$ cat src/rtl/o_buf_controller.sv
// Linebuffer readout: video timing generator plus 32-bit to 8-bit pixel unpacker.
// A three-stage pipeline keeps pixels, syncs and interrupts mutually aligned.
module o_buf_controller #(
    parameter int ADDRESS_WIDTH = 32,
    parameter int H_ACTIVE      = 640,
    parameter int H_FRONT       = 16,
    parameter int H_SYNC        = 96,
    parameter int H_BACK        = 48,
    parameter int V_ACTIVE      = 480,
    parameter int V_FRONT       = 10,
    parameter int V_SYNC        = 2,
    parameter int V_BACK        = 33
) (
    input  logic                     pclk,
    input  logic                     reset,
    input  logic                     enable,
    input  logic [31:0]              rd_data,
    output logic                     re,
    output logic [ADDRESS_WIDTH-1:0] addr,
    output logic [7:0]               o_data,
    output logic                     hsync,
    output logic                     vsync,
    output logic                     vde,
    output logic                     line_req,
    output logic                     frame_req
);

    localparam logic [12:0] H_ACT    = 13'(H_ACTIVE);
    localparam logic [12:0] V_ACT    = 13'(V_ACTIVE);
    localparam logic [12:0] HS_START = 13'(H_ACTIVE + H_FRONT);
    localparam logic [12:0] HS_END   = 13'(H_ACTIVE + H_FRONT + H_SYNC);
    localparam logic [12:0] VS_START = 13'(V_ACTIVE + V_FRONT);
    localparam logic [12:0] VS_END   = 13'(V_ACTIVE + V_FRONT + V_SYNC);
    localparam logic [12:0] H_LAST   = 13'(H_ACTIVE + H_FRONT + H_SYNC + H_BACK - 1);
    localparam logic [12:0] V_LAST   = 13'(V_ACTIVE + V_FRONT + V_SYNC + V_BACK - 1);

    typedef enum logic {
        IDLE = 1'b0,
        RUN  = 1'b1
    } state_t;

    state_t      state_q;
    logic [12:0] h_q;
    logic [12:0] v_q;

    // enable only matters in IDLE or on the very last pixel of a frame
    always_ff @(posedge pclk or posedge reset) begin
        if (reset) begin
            state_q <= IDLE;
            h_q     <= '0;
            v_q     <= '0;
        end else begin
            case (state_q)
                IDLE: begin
                    h_q <= '0;
                    v_q <= '0;
                    if (enable) begin
                        state_q <= RUN;
                    end
                end
                RUN: begin
                    if (h_q == H_LAST) begin
                        h_q <= '0;
                        if (v_q == V_LAST) begin
                            v_q <= '0;
                            if (!enable) begin
                                state_q <= IDLE;
                            end
                        end else begin
                            v_q <= v_q + 13'd1;
                        end
                    end else begin
                        h_q <= h_q + 13'd1;
                    end
                end
                default: state_q <= IDLE;
            endcase
        end
    end

    logic run_s0;
    logic de_s0;
    logic fetch_s0;
    logic hs_s0;
    logic vs_s0;
    logic fr_s0;

    always_comb begin
        run_s0   = (state_q == RUN);
        de_s0    = run_s0 && (h_q < H_ACT) && (v_q < V_ACT);
        fetch_s0 = de_s0 && (h_q[1:0] == 2'b00);
        hs_s0    = !(run_s0 && (h_q >= HS_START) && (h_q < HS_END));
        vs_s0    = !(run_s0 && (v_q >= VS_START) && (v_q < VS_END));
        fr_s0    = run_s0 && (h_q == 13'd0) && (v_q == V_ACT);
    end

    logic        de_s1_q, de_s2_q;
    logic        hs_s1_q, hs_s2_q;
    logic        vs_s1_q, vs_s2_q;
    logic        fr_s1_q, fr_s2_q;
    logic        load_q;
    logic [31:0] shift_q;

    always_ff @(posedge pclk or posedge reset) begin
        if (reset) begin
            re        <= 1'b0;
            addr      <= '0;
            load_q    <= 1'b0;
            shift_q   <= '0;
            o_data    <= '0;
            de_s1_q   <= 1'b0;
            de_s2_q   <= 1'b0;
            vde       <= 1'b0;
            hs_s1_q   <= 1'b1;
            hs_s2_q   <= 1'b1;
            hsync     <= 1'b1;
            vs_s1_q   <= 1'b1;
            vs_s2_q   <= 1'b1;
            vsync     <= 1'b1;
            fr_s1_q   <= 1'b0;
            fr_s2_q   <= 1'b0;
            frame_req <= 1'b0;
            line_req  <= 1'b0;
        end else begin
            re <= fetch_s0;
            if (fetch_s0) begin
                addr <= ADDRESS_WIDTH'(h_q);
            end
            // BRAM data for the word requested by re arrives one cycle later
            load_q <= re;
            if (load_q) begin
                o_data  <= rd_data[31:24];
                shift_q <= {rd_data[23:0], 8'h00};
            end else if (de_s2_q) begin
                o_data  <= shift_q[31:24];
                shift_q <= {shift_q[23:0], 8'h00};
            end else begin
                o_data  <= 8'h00;
            end

            de_s1_q   <= de_s0;
            de_s2_q   <= de_s1_q;
            vde       <= de_s2_q;
            hs_s1_q   <= hs_s0;
            hs_s2_q   <= hs_s1_q;
            hsync     <= hs_s2_q;
            vs_s1_q   <= vs_s0;
            vs_s2_q   <= vs_s1_q;
            vsync     <= vs_s2_q;
            fr_s1_q   <= fr_s0;
            fr_s2_q   <= fr_s1_q;
            frame_req <= fr_s2_q;
            // fires together with the falling edge of the vde pin
            line_req  <= vde && !de_s2_q;
        end
    end

endmodule

$ cat config.mk
export PLATFORM = sky130hd
export DESIGN_NAME = o_buf_controller
export DESIGN_NICKNAME = d
export VERILOG_FILES = /design/src/rtl/o_buf_controller.sv
export SDC_FILE = /design/constraint.sdc
export NUM_CORES = 1
export LEC_CHECK = 0
export ABC_AREA = 1
export CELL_PAD_IN_SITES_DETAIL_PLACEMENT = 1
export CELL_PAD_IN_SITES_GLOBAL_PLACEMENT = 1
export CORE_AREA = 10 10 111 122
export CTS_BUF_LIST = sky130_fd_sc_hd__clkbuf_16
export DETAILED_ROUTE_END_ITERATION = 7
export DIE_AREA = 0 0 121 132
export PLACE_DENSITY_LB_ADDON = 0.1
export SLEW_MARGIN = 20
export SYNTH_ARGS = -nofsm -noshare
export SYNTH_HDL_FRONTEND = slang
export SYNTH_SLANG_ARGS = --single-unit
$ cat constraint.sdc
create_clock -name pclk -period 3.5 [get_ports pclk]
set_clock_uncertainty 0.15 [all_clocks]
set_input_delay 0.7 -clock pclk [delete_from_list [all_inputs] [get_ports pclk]]
set_output_delay 0.7 -clock pclk [all_outputs]
set_load 0.05 [all_outputs]
=== After elaboration in Yosys (flattened, before gate mapping) ===
Index checks and enable logic that the tools add are counted.

* Bits of input ports: 35
* Output and inout port bits: 46
* Register bits after elaboration: 95
* Logic and storage cells: 63

* $lt $le $gt $ge: 6
* Reduce and logical (&&, ||, !) cells: 16
* Equal/unequal tests: 4
* Muxes and demuxes: 13
* Add/sub/neg operators: 2
* Bitwise gates (word level): 1

{| class="wikitable"
|+ Operators with widths
! kind !! count
|-
| $mux 32 || 2
|-
| $pmux 13 s2 || 2
|-
| $mux 13 || 3
|-
| $add 13x1->13 const B || 2
|-
| $eq 13x10->1 const B || 2
|-
| $lt 13x10->1 const B || 2
|-
| $lt 13x9->1 const B || 2
|-
| $mux 8 || 2
|-
| $eq 13x9->1 const B || 1
|-
| $ge 13x10->1 const B || 1
|-
| $ge 13x9->1 const B || 1
|-
| $logic_not 13->1 || 1
|-
| $logic_and 1x1->1 || 10
|-
| $logic_not 1->1 || 3
|-
| $mux 1 || 3
|-
| $logic_not 2->1 || 1
|-
| $ne 2x1->1 const B || 1
|-
| $pmux 1 s2 || 1
|-
| $reduce_bool 2->1 || 1
|-
| $not 1->1 || 1
|}

=== Logic depth before layout (Yosys ltp) ===
* Depth in word-level cells: 4
* Gate-level depth with buffers: 9
* Gate-level depth less buffers: 9

=== Least setup slack after synthesis ===
Ideal clock, no wire load.

* Path kind: reg-to-reg
* Start point: reg h_q[0]
* End point: reg v_q[4]
* Clock period less this slack: 1.578 ns
* Data arrival time: 1.310 ns
* Slack: 1.922 ns
* Required time: 3.232 ns
* Cell stages (with the launch flop): 10
* Buffers on the path: 1
* Cell sequence: dfrtp_1 -> ha_1 -> nand3_2 -> nor2_2 -> nand3_2 -> nand2_4 -> inv_4 -> buf_6 -> nand2_1 -> nand2_1

* Longest elaborated chain between the ends: 2

{| class="wikitable"
|+ Ends and longest elaborated chain
! item !! RTL line !! source
|-
| from (decl) || 43 || <nowiki>logic [12:0] h_q;</nowiki>
|-
| from (signal assigned) || 73 || <nowiki>h_q <= h_q + 13'd1;</nowiki>
|-
| $eq 13x10->1 || 62 || <nowiki>if (h_q == H_LAST) begin</nowiki>
|-
| $ne 2x1->1 (no line) || -- ||
|-
| to (signal assigned) || 70 || <nowiki>v_q <= v_q + 13'd1;</nowiki>
|-
| to (decl) || 44 || <nowiki>logic [12:0] v_q;</nowiki>
|}

Every way passes these cells.
A chain may end at the register's enable or synchronous reset.

=== Worst setup path in the final report ===
* Start point: reg vsync
* End point: out vsync

{| class="wikitable"
|+ RTL lines
! item !! RTL line !! source
|-
| from (decl) || 22 || <nowiki>output logic vsync,</nowiki>
|-
| from (signal assigned) || 149 || <nowiki>vsync <= vs_s2_q;</nowiki>
|}

No word-level cell between the ends.

==> reports/qor.txt <==
Sequential Power Share = 48.4%
post-synth cell types = 33
top cell type's share of synthesized area = 49.4%
drt drc = 0
ys flop type = dfrtp_1
top-count cell post-synth = nand2_1
synth cell count leaders = nand2_1 (131), dfrtp_1 (81), inv_1 (64), nor2_1 (43), nand3_1 (30)
CTS H-tree depth = 3
Hold Fails Final Rpt = 0
Buf/Inv on CP = 1
Finished Cell Area = 5050 um^2
VDD IR max = 199 uV
post-route insts no fill = 690
Max Fclk = 402 MHz
port buffer count = 61
Boundary Pins = 81
Clock power frac = 45.0%
Mapped Cells = 481
CP max stage cell = clkdlybuf4s50_1
FP Rows = 40
number of synthesized flops with an enable pin = 0
Worst Tran Pin Value = 0.611 ns
CTS max path bufs = 2
clk_lat worst skew = 0.33 ns
Post-CTS Setup Inserts = 0
crit-path max cell delay = 0.79 ns
vias = 3,274
Die Ht = 132 um
GR Overflow Total = 0
worst flop-to-flop path endpoint = o_data[7]
Worst setup EP type = output port
setup slack, reg-to-reg = 1.37 ns
largest net degree at the start of global routing = 88
DRT Pass-1 Iters = 4
share of cells above drive strength 1 = 5.52%
Syn Area/Cell = 8.52 um^2
Worst Reg-to-Reg Cells = 5
combinational fraction of design power = 6.6%
Min Clock Period, post-route = 2.49 ns
CTS tree = done
worst hold stages = 0
P_sw = 0.494 mW
Static Leak = 2.44 nW
status = completed
root buffer cell = clkbuf_16
core footprint = 11,000 um^2
Die ar. = 16,000 um^2
fin crit share = 71.0%
critical path startpoint category = register
hpwl dp = 7.64 mm
Die W = 121 um
per-cell routed wire length = 15.1 um
post-CTS sizing = 0
Yosys Warn Count = 0
CTS Sinks = 87
worst path required time = 2.65 ns
gpl congestion = 0.792
P_int = 1.61 mW
largest area contributor in the netlist = dfrtp_1
largest cells by area after synthesis = dfrtp_1 (49%), nand2_1 (12%), inv_1 (5.9%)
final setup fails = 0
Total Routing Usage GR = 13.6%
crit-path cells = clkdlybuf4s50_1
Cell Pwr Density = 416 nW/um^2
critical path peak fanout = 1
register bit count reported by yosys = 87
Worst EP arrival = 1.64 ns
total CTS buffers = 9
vias in the first global route = 3,492
Post-DRT Antenna Nets = 0
cts hold-fix bufs = 0
max-slew violations = 0
Area growth syn-to-layout = 23.1%
drt total wl = 10.4 mm
Initial Util = 37.4%
Hold Crit Class = register to register
placed cell areas = 4760 um^2
CP delay by family, top = buffers and inverters
WS Path Type = register to output port
FF-to-FF Start = load_q
Hold Startpoint = de_s1_q
vias per inst = 4.74
Layout Utilization = 46.1%
nets = 577
Seq/Total Area, Yosys = 53.3%
Max-Cap Viols = 0
initial antenna violation count = 0
setup_tns = 0 ns
RSZ-0062 raised after global routing = no
clock-pin slew on the worst setup and hold paths = 0.06 ns
DP Cell Count = 674
switching share of power = 23.5%
Async SR Flop Fraction = 100%
first-pass GRT wire length = 17.8 mm
Mapped Area = 4100 um^2
n_diodes = 0
Hold Path End = de_s2_q
Slew HR = 59.2%
DR iter-0 viols = 142
cell families (layout without fill, tap and decap cells):
group	after synthesis	count (layout)	share of synthesized area (%)
xor gates and xnor gates	6	6	1.28
AOI/OAI and AO/OA	44	44	7.29
adders and majority gates	4	4	1.22
and+or+nand+nor	238	238	25.1
other	1	19	0.0915
DFF	87	87	53.3
buffers and inverters	101	145	11.7
flip-flops by register name, indices dropped and copies added, names as in the netlist, 8 cells and up:
name,flops
addr,13
h_q,13
o_data,8
shift_q,24
v_q,13
metrics by stage:
stage               hold WS (ns)  setup slack [ns]  power [mW]
finish                     0.200              1.01        2.10
global placement           0.184              1.36        1.18
floorplan                  0.181             0.410        1.13
global route               0.215             0.969        2.18
detailed placement         0.192              1.34        1.17
CTS                        0.205             0.996        2.12
area by class of cell:
| cell class | count | area [um^2] |
|---|---|---|
| fillers | 1284 | 5910 |
| flip-flops and latches | 87 | 2180 |
| multi-input cells | 311 | 1500 |
| repair buffers | 63 | 638 |
| inverters | 66 | 251 |
| clock buffers | 9 | 225 |
| well taps | 147 | 184 |
| clock inverters | 7 | 62.6 |
cell usage in the layout (no fill, tap or decap), types with 6 or more instances in the layout:
master,Yosys,final
nand4_1,13,13
nand2_1,131,131
clkdlybuf4s50_1,0,61
nor3_1,10,10
o221ai_1,11,11
dfrtp_1,81,81
nor2_1,43,43
clkbuf_16,0,9
o21ai_0,18,18
inv_1,64,63
nand3_1,30,30
conb_1,1,19
xor2_1,6,6
dfstp_2,6,6
routing by layer:
layer | track usage (%) | part of all wire [%] | wire length, um
met4 | 4.70 | 1.2 | 128
met2 | 22.0 | 49 | 5110
met3 | 2.53 | 3.1 | 325
met5 | 0 | 0 | 0
met1 | 17.6 | 46 | 4830
worst max-delay path by stage:
stage	start	cells after the start	slack [ns]	endpoint
after detailed placement	h_q[0]	5	1.34	addr[1]
after CTS	hsync	1	1.0	hsync
after global placement	hsync	1	1.36	hsync
after floorplan	reset	1	0.41	addr[0]
after global routing	hsync	1	0.97	hsync
final	vsync	1	1.01	vsync
power groups by stage:
stage | clock, mW | combinational [mW] | sequential, mW
global route | 1.01 | 0.149 | 1.02
finish | 0.945 | 0.138 | 1.02
CTS | 0.962 | 0.140 | 1.02
floorplan | 0 | 0.0796 | 1.05
global placement | 0 | 0.140 | 1.04
detailed placement | 0 | 0.139 | 1.04
Note: power is estimated with default switching activity, not from simulation.
